`config.mk`:
```
export PLATFORM = sky130hd
export DESIGN_NAME = key_debounce
export DESIGN_NICKNAME = d
export VERILOG_FILES = /design/src/rtl/key_debounce.sv
export SDC_FILE = /design/constraint.sdc
export NUM_CORES = 1
export LEC_CHECK = 0
export BUFFER_PORTS_ARGS = -buffer_cell sky130_fd_sc_hd__buf_2
export CELL_PAD_IN_SITES_DETAIL_PLACEMENT = 0
export CELL_PAD_IN_SITES_GLOBAL_PLACEMENT = 1
export CORE_ASPECT_RATIO = 2
export CORE_UTILIZATION = 40
export CTS_CLUSTER_DIAMETER = 30
export DETAILED_ROUTE_END_ITERATION = 10
export PLACE_DENSITY = 0.71
export SYNTH_ARGS = -nofsm -noshare
export SYNTH_HDL_FRONTEND = slang
export SYNTH_SLANG_ARGS = --single-unit
```
`constraint.sdc`:
```
create_clock -name sys_clk -period 2.2 [get_ports sys_clk]
set_input_delay 0.11 -clock sys_clk [delete_from_list [all_inputs] [get_ports sys_clk]]
set_output_delay 0.11 -clock sys_clk [all_outputs]
set_load 0.03 [all_outputs]
```
`src/rtl/key_debounce.sv`:
```
// Purpose: synchronize and debounce active-low push-buttons into clean levels and press/release/long-press strobes.
// Latency: key_press/key_state follow a stable input by CNT_MAX+3 edges counting the first sampling edge; key_release likewise.
// Backpressure: none; free-running pipeline, each strobe is a single-cycle pulse that is never held or retried.
module key_debounce #(
  parameter int          KEY_W    = 2,
  parameter logic [24:0] CNT_MAX  = 25'd1_000_000,
  parameter logic [25:0] LONG_MAX = 26'd50_000_000
) (
  input  logic             sys_clk,
  input  logic             sys_rst,
  input  logic [KEY_W-1:0] key_in,
  output logic [KEY_W-1:0] key_state,
  output logic [KEY_W-1:0] key_press,
  output logic [KEY_W-1:0] key_release,
  output logic [KEY_W-1:0] key_long
);

  // Terminal counts; both parameters are at least 2 so these never wrap.
  localparam logic [24:0] CNT_LAST  = CNT_MAX - 25'd1;
  localparam logic [25:0] LONG_LAST = LONG_MAX - 26'd1;

  typedef enum logic [1:0] {
    IDLE       = 2'd0,
    PRESS_FILT = 2'd1,
    DOWN       = 2'd2,
    REL_FILT   = 2'd3
  } state_t;

  // One fully independent channel per key; nothing is shared between keys.
  for (genvar k = 0; k < KEY_W; k++) begin : g_key

    // Two-flop synchronizer; both stages idle at 1 (released pin level).
    logic sync1_q, sync1_d;
    logic sync2_q, sync2_d;
    logic ks;

    // Channel FSM and counters.
    state_t      state_q, state_d;
    logic [24:0] cnt_q, cnt_d;
    logic [25:0] hcnt_q, hcnt_d;

    // Registered outputs.
    logic level_q, level_d;
    logic press_q, press_d;
    logic rel_q, rel_d;
    logic long_q, long_d;

    // Synchronizer next values: shift the raw pin through two stages.
    always_comb begin
      sync1_d = key_in[k];
      sync2_d = sync1_q;
    end

    assign ks = sync2_q;

    // Synchronizer registers, reset to the released level.
    always_ff @(posedge sys_clk or negedge sys_rst) begin
      if (!sys_rst) begin
        sync1_q <= 1'b1;
        sync2_q <= 1'b1;
      end else begin
        sync1_q <= sync1_d;
        sync2_q <= sync2_d;
      end
    end

    // Next-state and output logic; strobes default low so they last one cycle.
    always_comb begin
      state_d = state_q;
      cnt_d   = cnt_q;
      hcnt_d  = hcnt_q;
      level_d = level_q;
      press_d = 1'b0;
      rel_d   = 1'b0;
      long_d  = 1'b0;

      case (state_q)
        IDLE: begin
          if (!ks) begin
            state_d = PRESS_FILT;
            cnt_d   = 25'd0;
          end
        end

        PRESS_FILT: begin
          if (ks) begin
            // Input bounced back before the window closed: discard silently.
            state_d = IDLE;
          end else if (cnt_q == CNT_LAST) begin
            state_d = DOWN;
            level_d = 1'b1;
            press_d = 1'b1;
            hcnt_d  = 26'd0;
          end else begin
            cnt_d = cnt_q + 25'd1;
          end
        end

        DOWN: begin
          if (ks) begin
            state_d = REL_FILT;
            cnt_d   = 25'd0;
          end else if (hcnt_q == LONG_LAST) begin
            // Park at LONG_MAX so the long strobe fires once per press.
            long_d = 1'b1;
            hcnt_d = LONG_MAX;
          end else if (hcnt_q < LONG_LAST) begin
            hcnt_d = hcnt_q + 26'd1;
          end
        end

        REL_FILT: begin
          if (!ks) begin
            // Release glitch: resume the press with the hold count untouched.
            state_d = DOWN;
          end else if (cnt_q == CNT_LAST) begin
            state_d = IDLE;
            level_d = 1'b0;
            rel_d   = 1'b1;
          end else begin
            cnt_d = cnt_q + 25'd1;
          end
        end

        default: begin
          state_d = IDLE;
        end
      endcase
    end

    // FSM, counter and output registers; reset clears every output at once.
    always_ff @(posedge sys_clk or negedge sys_rst) begin
      if (!sys_rst) begin
        state_q <= IDLE;
        cnt_q   <= 25'd0;
        hcnt_q  <= 26'd0;
        level_q <= 1'b0;
        press_q <= 1'b0;
        rel_q   <= 1'b0;
        long_q  <= 1'b0;
      end else begin
        state_q <= state_d;
        cnt_q   <= cnt_d;
        hcnt_q  <= hcnt_d;
        level_q <= level_d;
        press_q <= press_d;
        rel_q   <= rel_d;
        long_q  <= long_d;
      end
    end

    assign key_state[k]   = level_q;
    assign key_press[k]   = press_q;
    assign key_release[k] = rel_q;
    assign key_long[k]    = long_q;

  end : g_key

endmodule

```
==> results of run 1 <==
==> final timing paths <==
path / startpoint / endpoint / slack [ns] / cells after the start
setup / recovery: g_key[0].cnt_q[20] / g_key[0].hcnt_q[19] / -0.15 / 7
hold / removal: sys_rst / g_key[0].long_q / 0.28 / 2
setup reg to reg: g_key[0].cnt_q[20] / g_key[0].hcnt_q[19] / -0.15 / 7
hold reg to reg: g_key[1].sync1_q / g_key[1].ks / 0.35 / 0
max in group asynchronous: sys_rst / g_key[1].ks / 1.23 / 3
min in group sys_clk: key_in[1] / g_key[1].sync1_q / 0.34 / 2
==> cell type report <==
type	count	area (µm²)
Multi-Input combinational cell	550	3400
Sequential cell	118	2960
Timing Repair Buffer	138	1080
Clock inverter	10	175
Inverter	13	48.8
Tap cell	201	251
Fill cell	1396	7310
Clock buffer	22	474
==> cells by family (layout without fill, tap and decap cells) <==
family          Yosys count  after routing
simple gates            336            338
flops                   118            118
xor+xnor                 43             43
compound gates          164            164
mux                       1              1
fa+ha+maj                 4              4
buf+inv                  48            183
==> through the flow <==
| step | hold slack (ns) | cells | TNS, ns |
|---|---|---|---|
| final | 0.284 | 1052 | -2.94 |
| after global routing | 0.337 | 1052 | -5.02 |
| after CTS | 0.311 | 1049 | -1.83 |
| after detailed placement | 0.187 | 1006 | -4.50 |
| after global placement | 0.178 | 1006 | -2.67 |
| after floorplan | -0.186 | 714 | -0.882 |
==> critical path, cell delays in order, from the launching register on <==
cell     delay [ns]
dfrtp_1        0.39
or4_4          0.55
nor4_4         0.25
and4_4         0.27
nor3b_4        0.18
buf_6          0.15
nor3_4         0.07
a221o_1        0.37
==> power by group through the flow <==
stage | logic, mW | registers [mW] | clock network, mW
2_1_floorplan | 0.0522 | 2.25 | 0
3_3_place_gp | 0.137 | 2.25 | 0
3_5_place_dp | 0.140 | 2.25 | 0
4_1_cts | 0.153 | 2.22 | 3.14
5_1_grt | 0.175 | 2.22 | 3.24
6_report | 0.153 | 2.22 | 3.08
==> per-layer routing <==
metal / part of all wire [%] / global-route usage [%] / wire (µm) / vias up
met5: 0 / 0 / 0 / -
met4: 5.4 / 15.5 / 996 / 0
met3: 2.4 / 3.70 / 440 / 65
met2: 56 / 44.6 / 10500 / 141
met1: 36 / 22.4 / 6690 / 2944
li1: - / - / - / 2870
==> layout by cell type (no fill, tap or decap), types with 5 or more instances in the layout <==
master     netlist  final
nand3_1         49     46
nor2b_1          6      6
nand4_1         30     30
a21oi_1         30     30
clkbuf_16        0     17
nor3_1          16     16
clkinv_2         0      5
nor4_1          10      9
o21ai_0         60     57
nor2_1          80     75
a221o_1         11     11
bufinv_16        0      5
nand2b_1         6      6
buf_2            2     10
xnor2_1          7      7
o31ai_1         13     13
xor2_1          36     36
a31oi_1         18     16
or3_1            6      5
buf_4            9    119
and4_1          10      8
nor2_2           0      5
and2_1           6      7
dfrtp_1        114    113
and3_1          23     23
nand2_1         64     63
inv_1           13     13
==> what timing repair did <==
item | in CTS | in global routing
gates resized for setup | 15 | 23
hold buffers | 3 | 0
pin swaps | 6 | 9
cloned | 1 | 1
hold endpoints to repair | 45 | 0
setup buffers | 8 | 3
endpoints found under the setup margin | 51 | 55
==> flip-flops by register name (all words and copies together), names as in the netlist, named ones only <==
name and count:
g_key.ks 2, g_key.long_q 2, g_key.level_q 2, g_key.cnt_q 50, g_key.sync1_q 2, g_key.hcnt_q 52, g_key.state_q 2, g_key.rel_q 2
g_key.press_q 2
==> impl_metrics.toml, run 1 <==
[power]
switchingPower_mw = 1.11
p_per_area_nw_per_um2 = 650
ir_drop_mv = 0.481
p_total_mw = 5.45
clkPwrFrac_pct = 56.5
leakagePower_nw = 3.69
combPwrFrac_pct = 2.8
p_int_mw = 4.34
seqPwrFrac_pct = 40.7
p_sw_share_pct = 20.3

[logic_synthesis]
yosysSeqAreaShare_pct = 46.1
synth_top_family_by_area = "simple AND/OR/NAND/NOR gates"
async_reset_ff_share_pct = 100
synth_nets = 722
muxShareOfSynthArea_pct = 0.156
synthAdderAreaFrac_pct = 0.780
synthTopCellsByArea = "dfrtp_1 44%, xor2_1 4.9%, nor2_1 4.7%"
syn_area_per_cell_um2 = 8.99
synthSimpleGateAreaFrac_pct = 27.6
synth_cell_types = 63
synth_compound_area_share_pct = 16.0
yosysMostFrequentCell = "dfrtp_1"
synth_edf_count = 0
synth_top_area_share_pct = 44.4
synthTopCellsByCount = "114 x dfrtp_1, 80 x nor2_1, 64 x nand2_1, 60 x o21ai_0, 49 x nand3_1"
synth_cells = 714
ys_ff_latch = 118
synth_xor_area_share_pct = 5.87
ys_warn_count = 0
synth-main-ff-cell = "dfrtp_1"
yosys.area.top_type = "dfrtp_1"
synth_area_um2 = 6420

[floorplanning]
die_w_um = 91.6
core_um2 = 15700
io_pins = 12
rows = 65
die_y_um = 181
die-area_um2 = 16600
start_util_pct = 40.9

[placed_design]
dpl_cell_area_um2 = 7490
pre_cts_ws_ns = -0.206
place_congestion = 0.878
dp_hpwl_um = 13200
port_buffers = 11

[final_layout]
nets = 846
fin_util_pct = 53.4
area_delta_synth_final_pct = 30.6
final_area_um2 = 8380
final_layout_size_suffix_gt1_share_pct = 24.9
antenna_cells = 0

[cts]
root_buffer = "clkbuf_16"
clk_path_buf_depth = 2
ctsHtreeMaxLevel = 4
path_clk_slew_ns = 0.05
cts_tree = "built"
cts.sinks = 118
worstSkewPairLatency_ns = 0.42
cts_buffers = 17

[global_routing]
grt_pass1_vias = 6349
grt_max_degree = 49
gr-total-overflow = 0
groute.usage.overall_pct = 23.4
grt_pass1_wl_um = 30300
antenna_found_initial = 0

[worst_setup_path]
cp-end-kind = "register"
critPathKind = "reg -> reg"
crit_required_ns = 2.49
arrival_ns = 2.65
start_kind = "register"
crit_fanout = 7

[run]
max-cap-violations = 0

[sta]
fin_skew_ns = 0.0102
finalSetupViolCount = 26
hold_viol_final = 0
tightest_slew_ns = 0.670
min_period_ns = 2.35
period_share_pct = 107
slew_viol_final = 0
fmax_mhz = 425
slew_headroom_pct = 55.4
rsz0062_at_grt = "yes"
worst_slack_ns = -0.154

[detailed_routing]
wl_per_cell_um = 17.7
viasPerCell = 5.72
drtAntennaViolNets = 0
drc = 0
dr.first_iter.drc_count = 292
dr.pass1.iters = 4
wl_um = 18600
vias = 6020

[run_status]
status = "finished with violations"
violations = "negative setup slack"

[min_path]
hp-class = "in -> async"
Power figures use the tool's default switching activity.
==> inputs of run 2 (changes only) <==
--- a/config.mk
+++ b/config.mk
@@ -13,6 +13,7 @@
 export CTS_CLUSTER_DIAMETER = 30
 export DETAILED_ROUTE_END_ITERATION = 10
 export PLACE_DENSITY = 0.71
+export REMOVE_ABC_BUFFERS = 1
 export SYNTH_ARGS = -nofsm -noshare
 export SYNTH_HDL_FRONTEND = slang
 export SYNTH_SLANG_ARGS = --single-unit
==> run 2 against run 1 <==
The flow still finishes with violations (negative setup slack); clock skew decreased by 0.00093 ns; combinational power decreased by 6%; first-iteration DRC count increased by 3.8%; total power decreased by 3.5%; highest routed layer unchanged.
==> impl_metrics.toml, run 2 (synthesized netlist as in run 1, its figures left out) <==
[worst_setup_path]
start_kind = "register"
crit_required_ns = 2.49
critPathKind = "reg -> reg"
reg2regPathDepth = 7
cp-end-kind = "register"
r2r_setup_slack_ns = -0.11
reg2reg_to = "g_key[0].hcnt_q[13]"
crit_fanout = 11
r2r-start = "g_key[0].cnt_q[21]"
arrival_ns = 2.60

[detailed_routing]
vias = 5816
viasPerCell = 5.65
dr.first_iter.drc_count = 303
drtAntennaViolNets = 0
drc = 0
wl_um = 17500
dr.pass1.iters = 4
wl_per_cell_um = 17.0

[cts]
worstSkewPairLatency_ns = 0.42
clk_path_buf_depth = 2
ctsHtreeMaxLevel = 4
cts_tree = "built"
cts_buffers = 17
path_clk_slew_ns = 0.06
root_buffer = "clkbuf_16"
cts.sinks = 118

[global_routing]
grt_max_degree = 44
grt_pass1_wl_um = 29100
gr-total-overflow = 0
antenna_found_initial = 0
groute.usage.overall_pct = 22.2
grt_pass1_vias = 6080

[placed_design]
dpl_cell_area_um2 = 7350
place_congestion = 0.923
pre_cts_ws_ns = -0.164
dp_hpwl_um = 12600
port_buffers = 11

[floorplanning]
core_um2 = 15700
io_pins = 12
rows = 65
die_y_um = 181
start_util_pct = 40.9
die_w_um = 91.6
die-area_um2 = 16600

[final_layout]
nets = 824
largest_register_ffs = 52
area_delta_synth_final_pct = 28.4
mostFrequentLayoutCell = "dfrtp_1"
final_layout_size_suffix_gt1_share_pct = 22.6
reg_top3 = "g_key.hcnt_q x52, g_key.cnt_q x50"
antenna_cells = 0
final_area_um2 = 8240
largest_register = "g_key.hcnt_q"
fin_util_pct = 52.5
final_cell_mix = "113 x dfrtp_1, 99 x buf_4, 78 x nor2_1, 64 x nand2_1, 56 x o21ai_0"
fill_cells = 1405

[power]
p_per_area_nw_per_um2 = 638
ir_drop_mv = 0.485
leakagePower_nw = 3.55
p_total_mw = 5.26

[sta]
hold_viol_final = 0
fin_skew_ns = 0.00927
fmax_mhz = 433
worst_slack_ns = -0.108
holdWs_ns = 0.213
slew_viol_final = 0
min_period_ns = 2.31
period_share_pct = 105
finalSetupViolCount = 27
slew_headroom_pct = 54.4
tightest_slew_ns = 0.681
rsz0062_at_grt = "yes"

[min_path]
hp-class = "in -> async"

[run_status]
status = "finished with violations"
violations = "negative setup slack"

[run]
max-cap-violations = 0
## run 2: critical path, cell delays in order, from the launching register on
cell and delay, ns:
dfrtp_1 0.37, or4_4 0.55, nor4_4 0.24, and4_1 0.24
nor3b_4 0.21, nor3_2 0.07, buf_6 0.15, a221o_1 0.35
## run 2: layer usage
metal / track usage, % / part of all wire (%) / wire [µm]
met2: 41.7 / 55 / 9710
met1: 23.1 / 39 / 6740
met3: 3.24 / 1.9 / 326
met4: 12.1 / 4.2 / 728
met5: 0 / 0 / 0
## run 2: cell type report
type	count	area (µm²)	area share, %
clock buffers	24	492	5.97
repair buffers	118	931	11.3
clock inverters	8	123	1.49
inverters	13	48.8	0.592
multi-input cells	548	3430	41.7
flip-flops and latches	118	2960	35.9
well taps	201	251	3.05
## run 2: report_power, final
part | total [mW] | switching (mW) | leakage (nW) | internal, mW
clock network | 2.90 | 1.00 | 0.292 | 1.90
registers | 2.22 | 0.0195 | 1.63 | 2.20
logic | 0.144 | 0.0957 | 1.63 | 0.0484
total | 5.26 | 1.12 | 3.55 | 4.14
## run 2: timing repair
action,CTS,global route
buffers inserted,3,1
hold buffers,3,0
cloned,0,1
hold endpoints to repair,37,0
setup endpoints to repair,31,53
pin swaps,5,13
gates resized for setup,5,32
## run 2: worst max-delay path by stage
stage / start / endpoint / slack, ns / depth (start not counted)
floorplan: g_key[0].hcnt_q[0] / g_key[0].hcnt_q[13] / -0.23 / 7
global placement: g_key[0].cnt_q[21] / g_key[0].hcnt_q[20] / -0.13 / 7
detailed placement: g_key[0].cnt_q[21] / g_key[0].hcnt_q[13] / -0.16 / 7
CTS: g_key[0].cnt_q[11] / g_key[0].hcnt_q[13] / -0.15 / 7
global route: g_key[0].cnt_q[21] / g_key[0].hcnt_q[13] / -0.21 / 7
finish: g_key[0].cnt_q[21] / g_key[0].hcnt_q[13] / -0.11 / 7
## run 2: metrics by stage
stage,setup TNS [ns],instances
after detailed placement,-2.76,992
after global placement,-1.92,992
after floorplan,-3.52,679
final,-1.86,1030
after global routing,-4.90,1030
after CTS,-2.76,1029
==> inputs of run 3 (changes only) <==
--- a/config.mk
+++ b/config.mk
@@ -5,10 +5,12 @@
 export SDC_FILE = /design/constraint.sdc
 export NUM_CORES = 1
 export LEC_CHECK = 0
+export ABC_AREA = 0
 export BUFFER_PORTS_ARGS = -buffer_cell sky130_fd_sc_hd__buf_2
 export CELL_PAD_IN_SITES_DETAIL_PLACEMENT = 0
 export CELL_PAD_IN_SITES_GLOBAL_PLACEMENT = 1
 export CORE_ASPECT_RATIO = 2
+export CORE_MARGIN = 2
 export CORE_UTILIZATION = 40
 export CTS_CLUSTER_DIAMETER = 30
 export DETAILED_ROUTE_END_ITERATION = 10
==> run 3 against run 2 <==
The run still ends with negative setup slack left; worst hold slack gained 0.034 ns; final cell count shrank 0.29%; via count grew 0.15%; first-iteration DRC count grew 16%; cell area shrank 0.93%; flip-flop and latch count is the same; worst setup slack lost 0.0083 ns; global-route usage grew 0.32 points; sequential power is essentially flat; count of clock-buffer cells in the layout shrank 6; largest power group unchanged; highest routed layer unchanged.
==> impl_metrics.toml, run 3 (synthesized netlist as in run 1, its figures left out) <==
[run_status]
status = "finished with violations"
violations = "negative setup slack"

[global_routing]
grt_max_degree = 46
groute.usage.overall_pct = 22.5
gr-total-overflow = 0
grtUsageMet2_pct = 43.1
antenna_found_initial = 1
grt_pass1_vias = 6082
grt_pass1_wl_um = 29900
gr-usage-met3_pct = 3.99
grt.busiest_layer = "met2"
use_met1_pct = 21.9

[power]
leakagePower_nw = 3.54
p_per_area_nw_per_um2 = 659
ir_drop_mv = 0.494

[placed_design]
port_buffers = 11
dpl.cell_count = 985
dp_hpwl_um = 13300
pre_cts_ws_ns = -0.136
place_congestion = 0.865

[final_layout]
final_cell_count_no_fill = 1027
largest_register_ffs = 52
nets = 821
mostFrequentLayoutCell = "dfrtp_1"
final_layout_size_suffix_gt1_share_pct = 22.0
area_delta_synth_final_pct = 27.2
fill_cells = 1479
antenna_cells = 0
final_cell_mix = "114 x dfrtp_1, 93 x buf_4, 77 x nor2_1, 63 x nand2_1, 58 x o21ai_0"
largest_register = "g_key.hcnt_q"
reg_top3 = "g_key.hcnt_q x52, g_key.cnt_q x50"

[worst_setup_path]
crit_required_ns = 2.50
cp-end-kind = "register"
r2r_setup_slack_ns = -0.12
crit_chain = "or4_4 -> nor4_4 -> and4_1 -> nor3b_4 -> nor3_4 -> buf_6 -> a221o_1"
crit_slowest_cell = "or4_4"
reg2regPathDepth = 7
start_kind = "register"
crit_fanout = 7
max_stage_delay_ns = 0.55
arrival_ns = 2.62
critPathKind = "reg -> reg"

[detailed_routing]
dr.pass1.iters = 4
vias = 5825
wl_um = 18400
dr.first_iter.drc_count = 350
drc = 0
wl_per_cell_um = 17.9
viasPerCell = 5.67
drtAntennaViolNets = 0

[min_path]
hp-class = "in -> async"

[floorplanning]
die-area_um2 = 17100
start_util_pct = 40.7
die_w_um = 93.6
io_pins = 12
die_y_um = 183
core_um2 = 15800
rows = 65

[cts]
cts_tree = "built"
path_clk_slew_ns = 0.06
ctsHtreeMaxLevel = 4
cts.sinks = 118
cts_buffers = 17
clk_path_buf_depth = 2
worstSkewPairLatency_ns = 0.42
root_buffer = "clkbuf_16"

[sta]
min_period_ns = 2.32
fin_skew_ns = 0.00982
fmax_mhz = 432
setup_tns_ns = -1.26
rsz0062_at_grt = "yes"
worst_slack_ns = -0.117
slew_headroom_pct = 53.9
period_share_pct = 105
hold_viol_final = 0
tightest_slew_ns = 0.689
finalSetupViolCount = 19
slew_viol_final = 0

[run]
max-cap-violations = 0
[run 3: cell types whose count changed in the layout (fill, tap and decap cells not counted), moves of 2 or more]
cell and delta:
o21ai_0 +2, clkbuf_8 -3, nor4_1 +2, clkbuf_1 -3, clkinv_4 +3, buf_4 -6, buf_6 +2, nor4_2 -2
inv_6 +2, a31oi_1 +6, a31oi_4 -6
[run 3: area by class of cell]
class	instances	area (µm²)	area share, %
clock buffer	18	439	5.38
clock inverter	14	199	2.44
inverter	13	48.8	0.598
multi-input combinational	549	3360	41.2
sequential	118	2960	36.2
tap	201	251	3.08
timing repair buffer	114	903	11.1
[run 3: where the power goes]
part	total, mW	leakage (nW)	switching (mW)	internal, mW
Sequential	2.21	1.63	0.0198	2.19
Clock	3.01	0.299	1.07	1.93
Combinational	0.156	1.62	0.0999	0.0564
Total	5.38	3.54	1.19	4.18
[run 3: metrics by stage]
| stage | instance area, µm² | util [%] | power, mW | hold WS, ns |
|---|---|---|---|---|
| global placement | 7320 | 46.4 | 2.39 | 0.155 |
| finish | 8160 | 51.7 | 5.38 | 0.247 |
| global route | 8160 | 51.7 | 5.57 | 0.305 |
| floorplan | 6240 | - | 2.30 | -0.186 |
| detailed placement | 7320 | 46.4 | 2.40 | 0.169 |
| CTS | 8070 | 51.1 | 5.44 | 0.272 |
[run 3: routing by layer]
metal  up-vias  wire length (µm)
li1       2815                 -
met1      2844              6570
met2       115             10600
met3        51               402
met4         0               761
met5         -                 0
[run 3: critical path: cells and delay by family (launching register included)]
| kind | cells | cell delay, ns |
|---|---|---|
| compound gates | 1 | 0.32 |
| simple gates | 5 | 1.34 |
| buf+inv | 1 | 0.14 |
| flops | 1 | 0.38 |
[run 3: final timing paths]
kind | from | endpoint
hold / removal | sys_rst | g_key[0].long_q
hold reg to reg | g_key[0].sync1_q | g_key[0].ks
max in group asynchronous | sys_rst | g_key[0].state_q[0]
min in group sys_clk | key_in[1] | g_key[1].sync1_q
setup reg to reg | g_key[0].cnt_q[21] | g_key[0].hcnt_q[25]
setup / recovery | g_key[0].cnt_q[21] | g_key[0].hcnt_q[25]
[run 3: repair_timing]
item / CTS / global route
pin swaps: 23 / 14
gates cloned: 2 / 0
endpoints found under the hold margin: 42 / 0
endpoints found under the setup margin: 30 / 58
hold buffers: 3 / 0
setup buffers: 6 / 4
gates resized for setup: 14 / 22
